`config.mk`:
```
export PLATFORM = sky130hd
export DESIGN_NAME = knn_distance_engine
export DESIGN_NICKNAME = d
export VERILOG_FILES = /design/src/rtl/knn_pkg.sv /design/src/rtl/knn_lane_term.sv /design/src/rtl/knn_distance_engine.sv
export SDC_FILE = /design/constraint.sdc
export NUM_CORES = 1
export LEC_CHECK = 0
export CAP_MARGIN = 5
export CORE_MARGIN = 1.5
export CORE_UTILIZATION = 55
export DETAILED_ROUTE_END_ITERATION = 8
export GPL_TIMING_DRIVEN = 0
export HOLD_SLACK_MARGIN = 0.02
export PLACE_DENSITY = 0.81
export RECOVER_POWER = 25
export SLEW_MARGIN = 20
export SYNTH_ARGS = -nofsm -noshare
export SYNTH_HDL_FRONTEND = slang
export SYNTH_SLANG_ARGS = --single-unit
```
`constraint.sdc`:
```
create_clock -name clk -period 3.7 [get_ports clk]
set_input_delay 0.74 -clock clk [delete_from_list [all_inputs] [get_ports clk]]
set_output_delay 0.74 -clock clk [all_outputs]
set_load 0.1 [all_outputs]
```
`src/rtl/knn_pkg.sv`:
```
// Types and width helpers shared by the KNN distance engine and the k-nearest sorter.
package knn_pkg;

    typedef enum logic {
        MODE_MANHATTAN = 1'b0,
        MODE_SQ_EUCLID = 1'b1
    } knn_mode_e;

    typedef enum logic [1:0] {
        IDLE,
        ACCUM,
        DRAIN,
        DONE
    } knn_state_e;

    // Accumulator wide enough that summing every element's term can never wrap.
    function automatic int knn_acc_width(input int w, input int elems, input bit sq_en);
        return (sq_en ? 2 * w : w) + $clog2(elems);
    endfunction

    function automatic int knn_cnt_width(input int beats);
        return (beats > 1) ? $clog2(beats) : 1;
    endfunction

endpackage

```
`src/rtl/knn_lane_term.sv`:
```
// One lane of the distance engine: combinational |a-b|, optionally squared.
module knn_lane_term
    import knn_pkg::*;
#(
    parameter int W     = 32,
    parameter bit SQ_EN = 1'b0,
    parameter int TW    = SQ_EN ? 2 * W : W
) (
    input  logic [W-1:0]  a,
    input  logic [W-1:0]  b,
    input  knn_mode_e     mode,
    output logic [TW-1:0] term
);

    logic [W-1:0] diff;

    assign diff = (a >= b) ? (a - b) : (b - a);

    generate
        if (SQ_EN) begin : g_sq
            logic [TW-1:0] wide;
            assign wide = TW'(diff);
            assign term = (mode == MODE_SQ_EUCLID) ? wide * wide : wide;
        end else begin : g_abs
            knn_mode_e unused_mode;
            assign unused_mode = mode;
            assign term        = TW'(diff);
        end
    endgenerate

endmodule

```
`src/rtl/knn_distance_engine.sv`:
```
// Streaming multi-lane Manhattan / squared-Euclidean distance engine for the KNN system.
// Define KNN_DIST_SQ_EN to build the squared-Euclidean multipliers and honour 'mode'.
module knn_distance_engine
    import knn_pkg::*;
#(
    parameter int M      = 5,
    parameter int N      = 10,
    parameter int W      = 32,
    parameter int TYPE_W = 2,
    parameter int LANES  = 2,
    parameter int DIST_W = 32
) (
    input  logic                clk,
    input  logic                rst,
    input  logic                start,
    input  logic                mode,
    input  logic [TYPE_W-1:0]   training_data_type,
    input  logic                in_valid,
    output logic                in_ready,
    input  logic [LANES*W-1:0]  training_data,
    input  logic [LANES*W-1:0]  input_data,
    output logic [DIST_W-1:0]   distance,
    output logic [TYPE_W-1:0]   data_type,
    output logic                out_valid,
    input  logic                out_ready,
    output logic                saturated,
    output logic                busy
);

`ifdef KNN_DIST_SQ_EN
    localparam bit SQ_EN = 1'b1;
`else
    localparam bit SQ_EN = 1'b0;
`endif

    localparam int ELEMS = M * N;
    localparam int BEATS = ELEMS / LANES;
    localparam int ACC_W = knn_acc_width(W, ELEMS, SQ_EN);
    localparam int CNT_W = knn_cnt_width(BEATS);
    localparam int TW    = SQ_EN ? 2 * W : W;

    generate
        if ((ELEMS % LANES) != 0) begin : g_bad_lanes
            $error("knn_distance_engine: M*N must be a multiple of LANES");
        end
    endgenerate

    knn_state_e        state, next_state;
    logic [CNT_W-1:0]  beat_cnt;
    logic              drain_wait;
    logic              start_ok;
    knn_mode_e         mode_q;
    logic [TYPE_W-1:0] type_q;
    logic              s1_valid;
    logic [ACC_W-1:0]  s1_sum;
    logic [ACC_W-1:0]  acc;
    logic [ACC_W-1:0]  lane_sum;
    logic [TW-1:0]     lane_terms [LANES];

    generate
        for (genvar i = 0; i < LANES; i++) begin : g_lane
            knn_lane_term #(.W(W), .SQ_EN(SQ_EN)) u_term (
                .a    (training_data[i*W +: W]),
                .b    (input_data[i*W +: W]),
                .mode (mode_q),
                .term (lane_terms[i])
            );
        end
    endgenerate

    always_comb begin
        lane_sum = '0;
        for (int i = 0; i < LANES; i++) begin
            lane_sum = lane_sum + ACC_W'(lane_terms[i]);
        end
    end

    always_ff @(posedge clk or posedge rst) begin
        if (rst) begin
            state <= IDLE;
        end else begin
            state <= next_state;
        end
    end

    always_comb begin
        next_state = state;
        in_ready   = 1'b0;
        out_valid  = 1'b0;
        start_ok   = 1'b0;
        case (state)
            IDLE: begin
                if (start) begin
                    start_ok   = 1'b1;
                    next_state = ACCUM;
                end
            end
            ACCUM: begin
                in_ready = 1'b1;
                if (in_valid && (beat_cnt == CNT_W'(BEATS - 1))) begin
                    next_state = DRAIN;
                end
            end
            DRAIN: begin
                if (drain_wait) begin
                    next_state = DONE;
                end
            end
            DONE: begin
                out_valid = 1'b1;
                if (out_ready) begin
                    next_state = IDLE;
                end
            end
            default: next_state = IDLE;
        endcase
    end

    assign busy = (state != IDLE);

    // Stage 1 captures the lane sum on the accepting edge; stage 2 folds it into acc one edge later.
    always_ff @(posedge clk or posedge rst) begin
        if (rst) begin
            beat_cnt   <= '0;
            drain_wait <= 1'b0;
            mode_q     <= MODE_MANHATTAN;
            type_q     <= '0;
            s1_valid   <= 1'b0;
            s1_sum     <= '0;
            acc        <= '0;
        end else begin
            drain_wait <= (state == DRAIN);
            s1_valid   <= in_valid & in_ready;
            if (in_valid & in_ready) begin
                s1_sum   <= lane_sum;
                beat_cnt <= beat_cnt + 1'b1;
            end
            if (start_ok) begin
                mode_q   <= knn_mode_e'(mode);
                type_q   <= training_data_type;
                beat_cnt <= '0;
                acc      <= '0;
            end else if (s1_valid) begin
                acc <= acc + s1_sum;
            end
        end
    end

    assign data_type = type_q;

    generate
        if (ACC_W > DIST_W) begin : g_clip
            assign saturated = |acc[ACC_W-1:DIST_W];
            assign distance  = saturated ? {DIST_W{1'b1}} : acc[DIST_W-1:0];
        end else begin : g_fit
            assign saturated = 1'b0;
            assign distance  = DIST_W'(acc);
        end
    endgenerate

endmodule

```
== Word level (Yosys, flattened, before mapping) ==
Cells that the tools add are included.
Storage, ports and cells
  word-level logic and storage cells: 48
  register bits: 87
  output and inout port bits: 38
  RAM bits: 0
  memory bits (read-only): 0
  memories: 0
  latch bits: 0
Cells by class
  multiply operators: 0
  add/subtract/negate cells: 7
  divide/modulo/power cells: 0
  bitwise gates (word level): 1
  order comparisons: 2
  equal/unequal tests: 8
  reductions and logical operators: 7
  mux-type cells: 16
  shift-type cells: 0
Operators with widths (count)
  $sub 32x32->32: 4
  $mux 32: 3
  $mux 38: 2
  $ge 32x32->1: 2
  $add 38x38->38: 1
  $add 32x32->33: 1
  $mux 5: 2
  $mux 2: 4
  $ne 2x2->1 const B: 4
  $pmux 2 s4: 1
  $reduce_bool 2->1: 3
  $reduce_or 6->1: 1
  $add 5x1->5 const B: 1
  $eq 5x5->1 const B: 1
  $eq 2x2->1 const B: 2
  $mux 1: 4
  $reduce_and 4->1: 1
  $eq 2x1->1 const B: 1
  $logic_not 2->1: 1
  $and 1x1->1: 1
  $logic_and 1x1->1: 1

== Longest topological paths before layout ==
  word-level depth: 5
  gate-level depth with buffers: 27
  gate-level depth less buffers: 25

== Modules after synthesis ==
Synthesis repeated with hierarchy kept, for this count alone.
Unflattened totals
  cells, all modules: 1869
  area, all modules: 14252.4 um^2
By module, submodules not included
  knn_distance_engine: cells an instance 822, sequential area each 2077.0 um^2, area each 7093.1 um^2, instances 1
  knn_lane_term at g_lane[1].u_term: cells an instance 536, sequential area each 0.0 um^2, area each 3633.5 um^2, instances 1
  knn_lane_term at g_lane[0].u_term: cells an instance 511, sequential area each 0.0 um^2, area each 3525.9 um^2, instances 1

== Worst setup path before layout ==
No wires, ideal clock.
  path type: in2reg
  start point: in training_data[0]
  end point: reg s1_sum[31]
  buffers on the path: 2
  setup slack: -2033 ps
  stages: 26
  data required time: 3629 ps
  setup time: 71 ps
  arrival time: 5662 ps
  path through: inv_1 > ha_1 > inv_1 > fa_1 > a21o_1 > a221o_1 > a221oi_4 > a21oi_2 > a211oi_2 > buf_6 > buf_6 > mux2i_1 > o21ai_1 > a21oi_1 > xnor2_1 > ha_1 > o21a_1 > o211ai_1 > a31oi_1 > nand2_1 > a21oi_1 > o221ai_1 > o311ai_1 > a41oi_1 > or4_1 > nand4_1
Between the ends
  cells in the longest elaborated chain, start to end: 3
RTL lines
  from (decl): RTL line knn_distance_engine.sv:20  | input logic [LANES*W-1:0] training_data,
  $sub 32x32->32 or $ge 32x32->1 (tied branches): RTL line knn_lane_term.sv:17  | assign diff = (a >= b) ? (a - b) : (b - a);
  $mux 32 (*): RTL line knn_lane_term.sv:17
  $add 32x32->33 (*): RTL line knn_distance_engine.sv:74  | lane_sum = lane_sum + ACC_W'(lane_terms[i]);
  to (signal assigned): RTL line knn_distance_engine.sv:135  | s1_sum <= lane_sum;
  to (decl): RTL line knn_distance_engine.sv:55  | logic [ACC_W-1:0] s1_sum;
Every way passes the cells marked *; elsewhere a longest branch is shown, timed or not.
A chain may end at the register's enable or synchronous reset.

== Final worst setup path ==
  start point: in input_data[5]
  end point: reg s1_sum[31]
Between the ends
  cells in the longest elaborated chain, start to end: 3
RTL lines
  from (decl): RTL line knn_distance_engine.sv:21  | input logic [LANES*W-1:0] input_data,
  $sub 32x32->32 or $ge 32x32->1 (tied branches): RTL line knn_lane_term.sv:17
  $mux 32 (*): RTL line knn_lane_term.sv:17
  $add 32x32->33 (*): RTL line knn_distance_engine.sv:74
Marks and branches as above.

==> impl_metrics.env <==
export IMPL_cp_end_kind="register"
export IMPL_fin_cells=2446
export IMPL_synth_cell_types=77
export IMPL_path_max_fanout=8
export IMPL_portBuffers=172
export IMPL_n_antenna_cell=0
export IMPL_critPathRequiredTime_ps=3980
export IMPL_cts_root_buf="clkbuf_16"
export IMPL_finalSetupTns_ps=-47420
export IMPL_grt_max_degree=51
export IMPL_placed_cell_area_sq_um=15800
export IMPL_drive_gt1_frac=0.227
export IMPL_finalCritPeriodShare=1.54
export IMPL_drt_first_iter_violations=1383
export IMPL_path_common_cell="buf_6"
export IMPL_startpoint_type="input port"
export IMPL_power_density_nw_per_um2=738
export IMPL_drv_cap=0
export IMPL_yosysWarningCount=0
export IMPL_syn_num_nets=2170
export IMPL_fin_util=0.766
export IMPL_fmax_mhz=176
export IMPL_setup_viol_count_final=32
export IMPL_antenna_found_initial=0
export IMPL_p_leak_nw=8.84
export IMPL_rsz0062_at_grt="true"
export IMPL_dieArea_sq_um=25500
export IMPL_violations="setup timing"
export IMPL_r2r_cells=13
export IMPL_dp_cells=2327
export IMPL_clock_skew_ps=8.79
export IMPL_worst_pin_slew_ps=1390
export IMPL_drv_slew=0
export IMPL_crit_start="input_data[5]"
export IMPL_synthCells=1830
export IMPL_path_depth=27
export IMPL_start_util=0.558
export IMPL_worstPathArrival_ps=5970
export IMPL_post_drt_wl_per_cell_um=19.5
export IMPL_holdWs_ps=475
export IMPL_crit_type="input port to register"
export IMPL_dr_pass1_iters=9
export IMPL_max_slew_margin=0.0651
export IMPL_clk_pin_slew_ps=60
export IMPL_min_path_cells=2
export IMPL_drc_errors=0
export IMPL_hold_violations=0
export IMPL_hold_path_class="register to register"
export IMPL_ir_worst_vdd_mv=1.11
export IMPL_grt_pass1_vias=14263
export IMPL_total_power_mw=13.7
export IMPL_status="finished with violations"
export IMPL_yosys_area_share_simple=0.171
export IMPL_clockBufferDepth=2
export IMPL_r2r_start="acc[0]"
export IMPL_htreeDepth=3
export IMPL_dpl_worst_slack_ps=-3390
export IMPL_period_minus_slack_ps=5690
export IMPL_syn_avg_cell_area_sq_um=7.39
export IMPL_area_growth_pct=37.3
export IMPL_die_x_um=160
export IMPL_max_stage_delay_ps=450
export IMPL_syn_area_sq_um=13500
export IMPL_ys_seq_area_frac=0.152
export IMPL_synth_edff_count=0
export IMPL_synth_compound_area_share=0.289
export IMPL_synth_xor_area_frac=0.0783
export IMPL_synth_fa_ha_area_frac=0.192
export IMPL_clkLatencyLatePin_ps=350
export IMPL_cp_slowest_cell="or4_1"
export IMPL_die_h_um=160
export IMPL_grt_use_total=0.342
export IMPL_hold_start="data_type[1]"
export IMPL_hpwl_mm=34.1
export IMPL_clkSinkCount=82
export IMPL_place_gp_congestion=0.977
export IMPL_setup_slack_ps=-1990
export IMPL_row_count=57
export IMPL_routed_wl_mm=47.8
export IMPL_ys_seq_elements=82
export IMPL_nNetsFinal=2457
export IMPL_grt_pass1_wl_mm=71.5
export IMPL_ys_flop_type="dfrtp_1"
export IMPL_muxShareOfSynthArea=0.0403
export IMPL_cts_tree="done"
export IMPL_synthArstFlopShare=1.00
export IMPL_critPathBufInv=8
export IMPL_cts_buffers=9
export IMPL_ant_nets=0
export IMPL_synth_top_family_by_area="compound AO/OA/AOI/OAI gates"
export IMPL_cts_hold_buf=0
export IMPL_ios=174
export IMPL_grt_ovfl_total=0
export IMPL_core_area_sq_um=24200
export IMPL_crit_family="compound AO/OA/AOI/OAI gates"
export IMPL_via_count=15177
export IMPL_viasPerCell=6.20
export IMPL_final_area_sq_um=18600
## state kept, by name, summed over array words and instances, names as in the netlist
signal	cells
data_type	2
s1_valid	1
s1_sum	33
acc	38
state	2
drain_wait	1
beat_cnt	5
## path summary, 6_finish.rpt
| check | end | slack [ps] |
|---|---|---|
| max | s1_sum[31] | -1990 |
| min in group asynchronous | acc[2] | 1150 |
| max reg2reg | acc[34] | 300 |
| min | data_type[1] | 470 |
| min reg2reg | data_type[1] | 470 |
| max in group asynchronous | s1_sum[32] | 790 |
## layout by cell type, fill, tap and decap left out, types with 77 or more instances in the layout
cell type / count
inv_1: 165
a21oi_1: 188
nand2_1: 148
buf_4: 122
o21ai_0: 86
clkdlybuf4s50_1: 87
dfrtp_1: 82
nor2_1: 115
ha_1: 137
a21o_1: 77
## power breakdown
group	switching, mW	total [mW]	leakage, nW	internal (mW)
combinational	7.13	11.1	7.61	3.94
sequential	0.289	1.55	1.05	1.26
clock	0.366	1.09	0.176	0.727
## per-layer routing
metal	global-route usage	vias up	routed length (um)
li1	-	7016	-
met1	0.429	7011	18900
met2	0.604	900	22500
met3	0.0356	250	3880
met4	0.134	0	2540
met5	0	-	0
## worst register-to-register path, cell delays in order, from the launching register on
cell      delay [ps]
dfrtp_1          410
ha_1             190
inv_1             50
fa_1             400
nor2b_1          160
o31a_1           200
o311a_1          210
nor2_1            90
o311ai_1         420
a41oi_1          400
o31ai_2          390
nand3_1          130
xor2_1           170
nor2_1            50
## layout make-up
type,count,area [sq um]
Clock buffer,9,225
Sequential cell,82,2050
Fill cell,1738,5670
Clock inverter,7,141
Timing Repair Buffer,306,2700
Buffer,53,435
Multi-Input combinational cell,1483,11900
Tap cell,324,405
Inverter,182,699
## synthesized netlist by cell type (5+ instances only)
master | instances | share of area
o31ai_1 | 9 | 0.0050
and2_1 | 7 | 0.0032
inv_1 | 182 | 0.050
clkbuf_1 | 54 | 0.015
ha_1 | 198 | 0.18
o211ai_1 | 9 | 0.0050
buf_1 | 5 | 0.0014
mux2i_1 | 41 | 0.030
o21ai_0 | 130 | 0.048
and3_1 | 9 | 0.0042
nand4_1 | 29 | 0.013
nand3b_1 | 7 | 0.0039
a221oi_1 | 6 | 0.0039
o21a_1 | 19 | 0.011
nor2_1 | 122 | 0.034
a211oi_1 | 17 | 0.0094
nand3_1 | 28 | 0.010
buf_2 | 16 | 0.0059
o21bai_1 | 46 | 0.026
xor2_1 | 45 | 0.029
mux2_2 | 11 | 0.0092
xnor2_1 | 76 | 0.049
a21o_1 | 77 | 0.043
nor4_1 | 6 | 0.0028
o21ai_1 | 11 | 0.0041
dfrtp_1 | 82 | 0.15
or2_2 | 32 | 0.015
nand2b_1 | 14 | 0.0065
a31oi_1 | 17 | 0.0079
a21oi_1 | 217 | 0.080
or3_1 | 11 | 0.0051
fa_1 | 6 | 0.0089
nand2_1 | 159 | 0.044
nor3_1 | 24 | 0.0089
nor2b_1 | 24 | 0.011
## what timing repair did
action / in CTS / in global routing
gates cloned: 0 / 0
setup endpoints to repair: 64 / 33
endpoints found under the hold margin: 0 / 0
pin swaps: 100 / 93
setup buffers: 103 / 36
gates resized for setup: 366 / 133
## kinds of logic (layout without fill, tap and decap cells)
kind of cell | Yosys count | after routing
xor gates and xnor gates | 121 | 121
and+or+nand+nor | 484 | 484
muxes | 53 | 53
buffers and inverters | 265 | 557
AOI/OAI and AO/OA | 621 | 621
adders and majority gates | 204 | 204
DFF | 82 | 82
(Power assumes the default switching activity.)
